<file path="src/rtl/coeff_token_ctrl.sv">
// CAVLC coeff_token sequencer: owns a 32-bit MSB-first bitstream window, drives the
// external coeff_token ROM bank and decodes the 6-bit FLC table internally for nC >= 8.
module coeff_token_ctrl (
    input  logic        clk,
    input  logic        rst_n,
    input  logic [15:0] bits_in,
    input  logic        bits_valid,
    output logic        bits_ready,
    input  logic        start,
    input  logic [4:0]  nc,
    input  logic        chroma_dc,
    output logic [15:0] rom_addr,
    output logic [1:0]  rom_sel,
    input  logic [4:0]  rom_total_coeff,
    input  logic [1:0]  rom_trailing_ones,
    input  logic [4:0]  rom_num_shift,
    output logic [4:0]  total_coeff,
    output logic [1:0]  trailing_ones,
    output logic        done,
    output logic        busy,
    output logic        error
);

    typedef enum logic [2:0] {StIdle, StWait, StLookup, StApply, StErr} state_e;

    state_e      state_q, state_d;
    logic [31:0] window_q, window_d;
    logic [5:0]  bit_count_q, bit_count_d;
    logic [1:0]  rom_sel_q;
    logic        flc_q;
    logic [4:0]  res_tc_q;
    logic [1:0]  res_t1_q;
    logic [4:0]  shift_q;
    logic [4:0]  tc_q;
    logic [1:0]  t1_q;
    logic        done_q;
    logic        error_q;

    logic        accept;
    logic        consume;
    logic [5:0]  count_after;
    logic [31:0] window_after;
    logic [1:0]  sel_new;
    logic        flc_new;
    logic [4:0]  lk_tc;
    logic [1:0]  lk_t1;
    logic [4:0]  lk_shift;
    logic        shift_bad;

    // Window update: consume first, then a new word lands right after the remaining bits.
    always_comb begin
        accept       = bits_valid & bits_ready;
        consume      = (state_q == StApply);
        count_after  = bit_count_q;
        window_after = window_q;
        if (consume) begin
            count_after  = bit_count_q - {1'b0, shift_q};
            window_after = window_q << shift_q;
        end
        window_d    = window_after;
        bit_count_d = count_after;
        if (accept) begin
            window_d    = window_after | ({bits_in, 16'h0000} >> count_after);
            bit_count_d = count_after + 6'd16;
        end
    end

    always_comb begin
        if (chroma_dc)       sel_new = 2'd3;
        else if (nc < 5'd2)  sel_new = 2'd0;
        else if (nc < 5'd4)  sel_new = 2'd1;
        else                 sel_new = 2'd2;
        flc_new = (nc >= 5'd8) & ~chroma_dc;
    end

    // Result selection for the LOOKUP cycle; 6'b000011 is the FLC escape for zero coeffs.
    always_comb begin
        lk_tc     = rom_total_coeff;
        lk_t1     = rom_trailing_ones;
        lk_shift  = rom_num_shift;
        shift_bad = (rom_num_shift == 5'd0) | (rom_num_shift > 5'd16);
        if (flc_q) begin
            lk_shift  = 5'd6;
            shift_bad = 1'b0;
            if (window_q[31:26] == 6'b000011) begin
                lk_tc = 5'd0;
                lk_t1 = 2'd0;
            end else begin
                lk_tc = {1'b0, window_q[31:28]} + 5'd1;
                lk_t1 = window_q[27:26];
            end
        end
    end

    always_ff @(posedge clk or negedge rst_n) begin
        if (!rst_n) state_q <= StIdle;
        else        state_q <= state_d;
    end

    always_comb begin
        state_d = state_q;
        case (state_q)
            StIdle: begin
                if (start) state_d = (bit_count_q >= 6'd16) ? StLookup : StWait;
            end
            StWait:   if (bit_count_d >= 6'd16) state_d = StLookup;
            StLookup: state_d = shift_bad ? StErr : StApply;
            StApply:  state_d = StIdle;
            StErr:    state_d = StErr;
            default:  state_d = StIdle;
        endcase
    end

    always_comb begin
        busy          = (state_q != StIdle);
        bits_ready    = (bit_count_q <= 6'd16) & ~error_q;
        rom_addr      = window_q[31:16];
        rom_sel       = rom_sel_q;
        total_coeff   = tc_q;
        trailing_ones = t1_q;
        done          = done_q;
        error         = error_q;
    end

    always_ff @(posedge clk or negedge rst_n) begin
        if (!rst_n) begin
            window_q    <= 32'h0;
            bit_count_q <= 6'd0;
            rom_sel_q   <= 2'd0;
            flc_q       <= 1'b0;
            res_tc_q    <= 5'd0;
            res_t1_q    <= 2'd0;
            shift_q     <= 5'd0;
            tc_q        <= 5'd0;
            t1_q        <= 2'd0;
            done_q      <= 1'b0;
            error_q     <= 1'b0;
        end else begin
            window_q    <= window_d;
            bit_count_q <= bit_count_d;
            done_q      <= (state_q == StApply);
            if (state_q == StIdle && start) begin
                rom_sel_q <= sel_new;
                flc_q     <= flc_new;
            end
            if (state_q == StLookup) begin
                res_tc_q <= lk_tc;
                res_t1_q <= lk_t1;
                shift_q  <= lk_shift;
                if (shift_bad) error_q <= 1'b1;
            end
            if (state_q == StApply) begin
                tc_q <= res_tc_q;
                t1_q <= res_t1_q;
            end
        end
    end

endmodule

</file>
<file path="config.mk">
export PLATFORM = sky130hd
export DESIGN_NAME = coeff_token_ctrl
export DESIGN_NICKNAME = d
export VERILOG_FILES = /design/src/rtl/coeff_token_ctrl.sv
export SDC_FILE = /design/constraint.sdc
export NUM_CORES = 1
export LEC_CHECK = 0
export CAP_MARGIN = 20
export CORE_MARGIN = 4
export CORE_UTILIZATION = 35
export DETAILED_ROUTE_END_ITERATION = 12
export GPL_ROUTABILITY_DRIVEN = 0
export PLACE_DENSITY_LB_ADDON = 0.25
export SLEW_MARGIN = 20
export SYNTH_ARGS = -nofsm -noshare
export SYNTH_HDL_FRONTEND = slang
export SYNTH_SLANG_ARGS = --single-unit
</file>
<file path="constraint.sdc">
create_clock -name clk -period 3.6 [get_ports clk]
set_clock_uncertainty 0.2 [all_clocks]
set_input_delay 0.72 -clock clk [delete_from_list [all_inputs] [get_ports clk]]
set_output_delay 0.72 -clock clk [all_outputs]
set_load 0.02 [all_outputs]
</file>
# [Yosys cells after proc, flatten, opt, wreduce, memory -nomap -nowiden]
# Index checks and enable logic that the tools add are counted.
[word_totals] register_bits=65 output_inout_bits=29 wordCells=62 input_bits=38
[op_classes] n_lt_le_gt_ge=7 reduce_logical=6 n_shift=2 n_eq_ne=7 addsub=3 muxes=18 bitwise=7
[op_table] cell="$mux 32" n=2
[op_table] cell="$or 32x32->32" n=1
[op_table] cell="$shl 32x5->32" n=1
[op_table] cell="$shr 32x6->32" n=1
[op_table] cell="$mux 5" n=3
[op_table] cell="$ge 6x5->1 const B" n=2
[op_table] cell="$mux 2" n=6
[op_table] cell="$mux 6" n=2
[op_table] cell="$pmux 3 s4" n=1
[op_table] cell="$mux 3" n=3
[op_table] cell="$add 6x5->6 const B" n=1
[op_table] cell="$eq 3x2->1 const B" n=2
[op_table] cell="$eq 6x2->1 const B" n=1
[op_table] cell="$le 6x5->1 const B" n=1
[op_table] cell="$sub 6x5->6" n=1
[op_table] cell="$add 4x1->5 const B" n=1
[op_table] cell="$ge 5x4->1 const B" n=1
[op_table] cell="$gt 5x5->1 const B" n=1
[op_table] cell="$logic_not 5->1" n=1
[op_table] cell="$lt 5x2->1 const B" n=1
[op_table] cell="$lt 5x3->1 const B" n=1
[op_table] cell="$ne 2x2->1 const B" n=2
[op_table] cell="$reduce_and 2->1" n=2
[op_table] cell="$and 1x1->1" n=3
[op_table] cell="8 further kinds" n=9

# [Depth between registers and ports, before layout]
[depth] depth_word=7 ltp_mapped=14 mapped_depth_nobuf=10

# [Worst setup path after synthesis]
# Ideal clock, no wire load.
[synth_timing] path_type="reg2reg" startpoint="reg bit_count_q[0]" endpoint="reg window_q[10]" path_slack_ns=0.420 path_buffers=3 path_stages_with_launch=13 t_arrival_ns=2.842 synth_period_minus_slack_ns=3.180 t_required_ns=3.262 setup_time_ns=0.138 path_cell_list="dfrtp_1 buf_2 buf_2 inv_1 ha_1 inv_1 fa_1 mux2i_4 buf_6 mux2i_1 a21oi_2 a222oi_1 o21ai_0"
[synth_between] elab_chain_cells=5 elab_cells_between_ends=8 classes_between="add/sub: 1; order compare: 1; shift: 1; mux: 2; bitwise: 3"
[synth_rtl] item="from (decl)" line_no="28" source="logic [5:0] bit_count_q, bit_count_d;"
[synth_rtl] item="from (signal assigned)" line_no="140" source="bit_count_q <= bit_count_d;"
[synth_rtl] item="$sub 6x5->6" line_no="57" source="count_after = bit_count_q - {1'b0, shift_q};"
[synth_rtl] item="$mux 6" line_no="56" source="if (consume) begin"
[synth_rtl] item="$shr 32x6->32" line_no="63" source="window_d = window_after | ({bits_in, 16'h0000} >> count_after);"
[synth_rtl] item="$or 32x32->32" line_no="63"
[synth_rtl] item="$mux 32 *" line_no="62" source="if (accept) begin"
[synth_rtl] item="net window_d[10]" line_no="27" source="logic [31:0] window_q, window_d;"
[synth_rtl] item="to (signal assigned)" line_no="139" source="window_q <= window_d;"
[synth_rtl] item="to (decl)" line_no="27"
# The timed path passes the listed nets; every way through them passes the cells marked *.
# A chain may end at the register's enable or synchronous reset.

# [Worst setup path after layout]
[layout_timing] startpoint="reg bit_count_q[0]" endpoint="out bits_ready"
[layout_between] elab_chain_cells=2
[layout_rtl] item="$le 6x5->1" line_no="116" source="bits_ready = (bit_count_q <= 6'd16) & ~error_q;"
[layout_rtl] item="$and 1x1->1" line_no="116"
[layout_rtl] item="to (decl)" line_no="8" source="output logic bits_ready,"
# No other way between the ends.

==> out/qor.txt <==
antenna violations before repair -> 0
Pleak -> 0.002952 uW
RSZ-0062 raised after global routing -> no
fin area -> 0.007056 mm^2
DIE HEIGHT -> 139.6 um
start point of the worst min-delay path -> res_tc_q[2]
Pwr per Cell Area -> 1095 mW/mm^2
final setup fails -> 0
drt initial violations -> 555
final period utilization -> 88.02%
hold path depth -> 2
Crit path max-delay family -> buffers and inverters
PortBufs -> 65
Synth Area per Inst -> 9.644 um^2
Inserted Clock Buffers -> 9
Synth-to-Final Area Change -> 16.32%
WS Path Type -> flop to output pin
Slowest cell on crit path -> clkdlybuf4s50_1
Hold EP -> total_coeff[2]
grt ovf -> 0
number of synthesized register bits -> 65
status -> complete, no violations
r2r worst-path depth -> 9
Post-Syn Nets -> 675
clock sink count -> 65
share of layout cells above drive strength 1 -> 16.57%
row cnt -> 47
mapped cell area -> 0.006066 mm^2
CTS tree -> built
Hold WC Path Type -> flop to flop
Seq/Total Area, Yosys -> 26.82%
Rel. slew slack -> 44.15%
Post-Synthesis Cells -> 629
Worst R2R Setup Slack -> 0.47 ns
Worst setup EP type -> output pin
die footprint -> 0.01950 mm^2
Routed wire per std cell -> 19.95 um
later-pin clock latency in the skew report -> 0.34 ns
Filler cells -> 1621
setup tns final -> 0 ns
RR Startpoint -> shift_q[0]
post-cts resize count -> 0
Cell variety after synth -> 73
H-tree depth -> 3
vias per cell -> 5.955
Die X -> 139.6 um
Worst Path Buf+Inv -> 2
FFs w/ async S/R, synth -> 100.0%
Final Power -> 7726 uW
Final min period -> 3.169 ns
clk buf depth -> 2
DP Area -> 0.006750 mm^2
DP Wirelength -> 13100 um
clock-pin slew on the worst setup and hold paths -> 0.06 ns
Root Buffer -> clkbuf_16
Post-CTS Setup Bufs -> 0
VDD IR max -> 415.3 uV
worst-margin pin slew -> 0.8377 ns
Routed Antenna Nets -> 0
most common cell after layout, fill and taps aside -> mux2i_1
final hold viol count -> 0
CP arrival -> 2.25 ns
all-layer global routing usage -> 17.90%
largest net degree at the start of global routing -> 39
max-cap viol count -> 0
Slew Limit Fails -> 0
CP Cell Sequence -> buf_4 > o41ai_1 > and2_1 > clkdlybuf4s50_1
Post-synth EDFFs -> 0
crit path max fanout -> 20
most frequent cells in the layout -> 89 x mux2i_1, 67 x nand2_1, 64 x dfrtp_1, 64 x clkdlybuf4s50_1, 41 x o21ai_0
hold slack -> 0.2632 ns
yosys synthesis warning count -> 0
IO Count -> 67
Post-synth top flop -> dfrtp_1
# DRC -> 0
n_diodes -> 0
via count -> 5300
starting density of the core -> 36.19%
Fmax -> 315.6 MHz
CTS Hold Bufs -> 0
final-stage net count -> 711
Critical R2R Capture -> window_q[20]
number of global-route vias before repair -> 5079
first-pass GRT wire length -> 28230 um
critical path's largest stage delay -> 0.60 ns
Critical Path RT -> 2.68 ns
routed wire length -> 17750 um
core area -> 0.01676 mm^2
first drt pass iteration count -> 5
final core occ -> 42.10%
critical path startpoint category -> flop
synthesized netlist by cell type (4+ instances only):
| cell | number | area, um^2 |
|---|---|---|
| nor2_1 | 31 | 116.4 |
| buf_4 | 23 | 172.7 |
| o21ai_1 | 10 | 50.05 |
| inv_1 | 8 | 30.03 |
| mux2_2 | 19 | 214.0 |
| nand3_1 | 15 | 75.07 |
| mux2i_1 | 89 | 890.9 |
| buf_6 | 11 | 123.9 |
| nor2b_1 | 4 | 25.02 |
| clkbuf_1 | 15 | 56.30 |
| a211oi_1 | 4 | 30.03 |
| buf_2 | 9 | 45.04 |
| nor3_1 | 17 | 85.08 |
| inv_2 | 5 | 18.77 |
| nand4_1 | 7 | 43.79 |
| dfrtp_1 | 65 | 1627 |
| xnor2_1 | 4 | 35.03 |
| buf_1 | 4 | 15.01 |
| and2_1 | 4 | 25.02 |
| a21oi_1 | 26 | 130.1 |
| o22ai_1 | 5 | 31.28 |
| o211ai_1 | 6 | 45.04 |
| ha_1 | 7 | 87.58 |
| o221ai_1 | 7 | 61.31 |
| a31oi_1 | 4 | 25.02 |
| a311oi_1 | 5 | 43.79 |
| a22oi_1 | 17 | 127.6 |
| and3_1 | 9 | 56.30 |
| o21ai_0 | 41 | 205.2 |
| nand2_1 | 67 | 251.5 |
| mux4_2 | 29 | 653.1 |
report_power, final:
part           total [uW]  leakage (uW)  switching [uW]  internal [uW]
logic                5330       0.00202            2990           2330
registers            1490      0.000785             421           1070
clock network         906      0.000142             347            559
total                7730       0.00295            3760           3960
stage by stage:
step | setup WS, ns | cells
2_1_floorplan | 0.4200 | 629
3_3_place_gp | 0.5708 | 874
3_5_place_dp | 0.5192 | 874
4_1_cts | 0.3924 | 890
5_1_grt | 0.3088 | 890
6_report | 0.4314 | 890
metal layers:
| layer | vias up | global-route usage (%) | wire length [um] |
|---|---|---|---|
| met5 | - | 0 | 0 |
| met4 | 0 | 6.425 | 426 |
| met3 | 32 | 3.877 | 1417 |
| li1 | 2450 | - | - |
| met1 | 2578 | 24.84 | 7782 |
| met2 | 240 | 27.66 | 8126 |
state kept, by name, summed over array words and instances (netlist names):
name / count
window_q: 32
bit_count_q: 6
res_tc_q: 5
shift_q: 5
total_coeff: 5
state_q: 3
res_t1_q: 2
rom_sel: 2
trailing_ones: 2
done: 1
error: 1
flc_q: 1
how the worst max path moves through the flow:
| stage | startpoint | end | depth (start not counted) |
|---|---|---|---|
| 2_1_floorplan | bit_count_q[0] | window_q[10] | 12 |
| 3_5_place_dp | shift_q[0] | window_q[1] | 10 |
| 6_report | bit_count_q[0] | bits_ready | 4 |
| 3_3_place_gp | shift_q[0] | window_q[1] | 10 |
| 4_1_cts | bit_count_q[0] | bits_ready | 4 |
| 5_1_grt | state_q[2] | window_q[6] | 8 |
layout make-up:
type                            instances  area [um^2]  share of cell area [%]
Multi-Input combinational cell        485         3950                   55.99
Sequential cell                        65         1628                   23.07
Timing Repair Buffer                   89        838.3                   11.88
Tap cell                              220        275.3                   3.901
Clock buffer                           11        242.7                   3.440
Clock inverter                          5        62.56                  0.8867
Inverter                               15        58.81                  0.8335
tightest hold or removal path, delay by kind of cell, from the launching register on:
family | cells | cell delay, ns
flip-flops | 1 | 0.34
AND/OR/NAND/NOR | 2 | 0.10
kinds of logic (layout without fill, tap and decap cells):
kind of cell    Yosys count  count (layout)  synth area share, %
buf+inv                  79             120                8.148
fa+ha+maj                 8               8                1.774
xor+xnor                  6               6               0.8663
simple gates            169             169                12.95
flops                    65              65                26.82
mux                     146             146                32.28
compound gates          156             156                17.16
Power figures use the tool's default switching activity.
==> edit 1, RTL diff (same settings) <==
Re-encode `state_e` (5 states) as one-hot, 5 bits wide.
--- a/src/rtl/coeff_token_ctrl.sv
+++ b/src/rtl/coeff_token_ctrl.sv
@@ -23,3 +23,3 @@
 
-    typedef enum logic [2:0] {StIdle, StWait, StLookup, StApply, StErr} state_e;
+    typedef enum logic [4:0] {StIdle = 5'b00001, StWait = 5'b00010, StLookup = 5'b00100, StApply = 5'b01000, StErr = 5'b10000} state_e;
 
Function: no difference found for any inputs over 4 cycles, from zero or initial values and one cycle with rst_n low; so few cycles prove little.
==> edit 1 against the unedited design <==
Cell area down 3.0%; core utilization is 0.83 points higher; global-route usage up 2.7 points; sequential cell count rose by 2; maximum frequency is 6.1% lower; routed wire length is 4.4% higher; area after synthesis fell by 6.1%; critical path type unchanged; power down 7.2%; critical endpoint unchanged; worst setup slack got worse by 210 ps.
==> edit 1: results (changes against the unedited design) <==
----------------------------------------------------
[Outcome]
  Status ... finished, final reports clean

[Cells and area]
  Footprint of the multi-input gates ... 3600 um2 (-8.8%)
  FFs & Latches ... 67 (+3.1%)
  Clock Network Area Fraction ... 4.68% (+0.35 points)
  Comb_multi_in ... 501 (+3.3%)
  Final Net Count ... 748 (+5.2%)
  Count of fill cells added during filler insertion ... 1606 (-0.93%)
  Flip-flop and latch share of the layout cell area ... 24.5% (+1.5 points)
  Layout buffering overhead excluding clock cells ... 12.6% (+0.73 points)

[Worst setup path]
  Launching element of the worst setup path ... bit_count_q[1]
  Worst reg2reg path startpoint ... bit_count_q[0]
  Critical path arrival ... 2460 ps (+210 ps)
  Top fanout value on the critical path ... 7 (-65%)
  Delay of the slowest critical-path stage ... 700 ps (+100 ps)

[Synthesis]
  Area share of fa/ha/maj cells after synthesis ... 1.89% (+0.11 points)
  Synthesized-area fraction occupied by ao, oa, aoi and oai cells ... 23.1% (+5.9 points)
  Post-synthesis sequential area ratio ... 29.4% (+2.6 points)
  Synthesized area divided by synthesized cell count ... 8.62 um2 (-11%)
  Number of instances in the synthesized netlist ... 661 (+5.1%)
  Net count of the mapped netlist ... 707 (+4.7%)
  Portion of netlist area occupied by mux cells ... 20.6% (-12 points)
  Distinct cells, synth ... 67 (-8.2%)
  Largest cells by area after synthesis ... dfrtp_1 (29%), mux4_2 (12%), nand2_1 (7.8%)

[Global routing]
  Pin count of the biggest net entering global routing ... 52 (+33%)
  Number of global-route vias before repair ... 5470 (+7.7%)

[Placement]
  HPWL after detailed placement ... 13600 um (+4.0%)
  Post-placement cell count ... 907 (+3.8%)

[Route]
  Post-detailed-route via-to-cell ratio ... 5.99 (+0.54%)
  Routed length per instance ... 20.1 um (+0.65%)
  Number of design-rule violations left by the first detailed-router iteration ... 509 (-8.3%)

[Pwr]
  Static Leak ... 2.83 nW (-4.0%)

[STA]
  Final hold slack ... 99.4 ps (-164 ps)
  Final min period ... 3380 ps (+208 ps)

[Min path]
  Worst hold path class ... in -> async

----------------------------------------------------
[edit 1: changes by cell type in the layout (fill, tap and decap cells not counted), sizes merged, moves of 6 or more]
cell,delta
mux2,-10
a32oi,+10
o21ai,-7
inv,+12
and3,-6
nand4,-6
mux2i,-59
nor2,+10
a21oi,+6
nand2,+52
a31oi,+15
[edit 1: where the power goes]
group	switching, W	total (W)	leakage [nW]	internal, W
combinational	0.00270	0.00471	1.91	0.00201
clock	0.000324	0.000947	0.156	0.000622
sequential	0.000420	0.00152	0.764	0.00110
[edit 1: layer usage]
layer	routed length, um	GRT usage [%]	up-vias	share of wire [%]
li1	-	-	2537	-
met1	8010	28.4	2674	43
met2	8400	31.4	277	45
met3	1610	5.27	38	8.7
met4	506	7.50	0	2.7
met5	0	0	-	0
==> edit 2, RTL diff (config.mk and constraints unchanged) <==
Without the edit above. Reset style: synchronous (`rst_n`), changed in 2 clocked blocks.
--- a/src/rtl/coeff_token_ctrl.sv
+++ b/src/rtl/coeff_token_ctrl.sv
@@ -94,3 +94,3 @@
 
-    always_ff @(posedge clk or negedge rst_n) begin
+    always_ff @(posedge clk) begin
         if (!rst_n) state_q <= StIdle;
@@ -124,3 +124,3 @@
 
-    always_ff @(posedge clk or negedge rst_n) begin
+    always_ff @(posedge clk) begin
         if (!rst_n) begin
Check against the original RTL: differs if rst_n is asserted again (counterexample within 4 cycles, from zero or initial values and one cycle with rst_n low); with rst_n held inactive, the same outputs for 4 cycles.
==> edit 2 against the unedited design <==
Synthesized cell count increased by 17%; combinational power decreased by 46%; routed wire length increased by 11%; worst setup slack got worse by 120 ps; cell count increased by 11%; non-clock buffer count increased by 4; area after synthesis increased by 0.37%; worst hold slack got worse by 11 ps; power decreased by 34%; die area increased by 0.35%; cell area increased by 1.4%; sequential cell count unchanged; global-route usage increased by 2.0 points; critical endpoint is now window_q[0].
==> edit 2: results (changes against the unedited design) <==
----------------------------------------------------
[Synthesis]
  Most used flip-flop cell after synthesis ... dfxtp_1
  Post-synthesis async set-or-reset flop share ... 0% (-100 points)
  Distinct cells, synth ... 74 (+1.4%)
  Post-synthesis sequential area ratio ... 21.4% (-5.4 points)
  Net count of the mapped netlist ... 781 (+16%)
  Number of instances in the synthesized netlist ... 735 (+17%)
  Synth top cells by count ... mux2i_1 (84), nand2_1 (75), nor2_1 (74)

[Worst setup path]
  Worst reg2reg endpoint ... window_q[0]
  Critical path arrival ... 3290 ps (+1040 ps)
  Delay of the slowest critical-path stage ... 770 ps (+170 ps)
  Worst Reg2Reg Path Length in Cells ... 11 (+2)
  Top fanout value on the critical path ... 14 (-30%)
  Slack of the worst reg-to-reg path ... 310 ps (-160 ps)

[Global routing]
  Global routing usage on met1 ... 28.0% (+3.1 points)
  Pin count of the biggest net entering global routing ... 46 (+18%)
  Wire length of the first global-routing pass ... 31900 um (+13%)
  Routing usage on met2 ... 30.5% (+2.8 points)

[Cells and area]
  Non-filler cells, final ... 989 (+11%)
  Final Net Count ... 811 (+14%)
  Layout cells sized above 1 ... 16.1% (-0.44 points)

[Pwr]
  Peak ir drop on the vdd network ... 0.356 mV (-14%)
  Static Leak ... 2.62 nW (-11%)

[STA]
  Worst Max-Slew Pin Slew ... 658 ps (-180 ps)
  Final hold slack ... 252 ps (-10.7 ps)

[Route]
  Post-Route WL ... 19800 um (+11%)
  Detailed-route wire length on metal 1 ... 8990 um (+15%)
  Amount of wire on met3 after detailed routing ... 1580 um (+12%)
  Pre-Repair DR Iteration Count ... 6 (+1)
  Post-detailed-route via-to-cell ratio ... 5.97 (+0.31%)
  Number of design-rule violations left by the first detailed-router iteration ... 685 (+23%)
  Met2 routed wirelength ... 8820 um (+8.6%)

[Placement]
  Post-placement cell count ... 974 (+11%)
  HPWL after detailed placement ... 14800 um (+13%)
  Cell area reported after detailed placement ... 6820 um2 (+1.0%)
  Minimum setup slack after placement ... 185 ps (-334 ps)

[Outcome]
  Status ... finished, final reports clean

[Min path]
  Worst hold path endpoint ... trailing_ones[0]

----------------------------------------------------
-- edit 2: changes by cell type in the layout (fill, tap and decap cells not counted), moves of 6 or more --
cell,before,now
a21oi_1,26,52
mux4_2,29,21
nand3_1,15,21
dfxtp_1,0,63
nor2_1,31,74
nand2_1,67,75
dfrtp_1,64,0
o21ai_0,41,33
o22ai_1,5,12
o21ai_1,10,1
mux2_2,19,37
a211oi_1,4,15
-- edit 2: power by group --
part           leakage (nW)  switching (W)  internal (W)  total, W
clock                 0.158       0.000335      0.000641  0.000977
sequential            0.532       0.000288      0.000920   0.00121
combinational          1.93        0.00166       0.00124   0.00290
total                  2.62        0.00229       0.00280   0.00509
-- edit 2: final cells by class --
class                      instances  area [um2]
sequential                        65        1300
clock buffer                      11         253
inverter                          15        56.3
fill                            1712        9670
tap                              220         275
multi-input combinational        581        4330
clock inverter                     4        76.3
timing repair buffer              93         861
-- edit 2: cell families (layout without fill, tap and decap cells) --
kind of cell | after synthesis | after routing | synth area share, %
xor gates and xnor gates | 7 | 7 | 1.13
buffers and inverters | 89 | 123 | 7.60
DFF | 65 | 65 | 21.4
and+or+nand+nor | 236 | 236 | 18.5
muxes | 144 | 144 | 29.2
adders and majority gates | 8 | 8 | 1.77
AOI/OAI and AO/OA | 186 | 186 | 20.5
-- edit 2: worst max path at each step --
stage / slack [ps] / to / start
6_report: 310 / window_q[0] / bit_count_q[0]
5_1_grt: 120 / window_q[16] / bit_count_q[0]
4_1_cts: 180 / window_q[0] / bit_count_q[0]
3_5_place_dp: 190 / window_q[16] / bit_count_q[0]
3_3_place_gp: 270 / window_q[0] / bit_count_q[0]
2_1_floorplan: 360 / window_q[13] / shift_q[1]
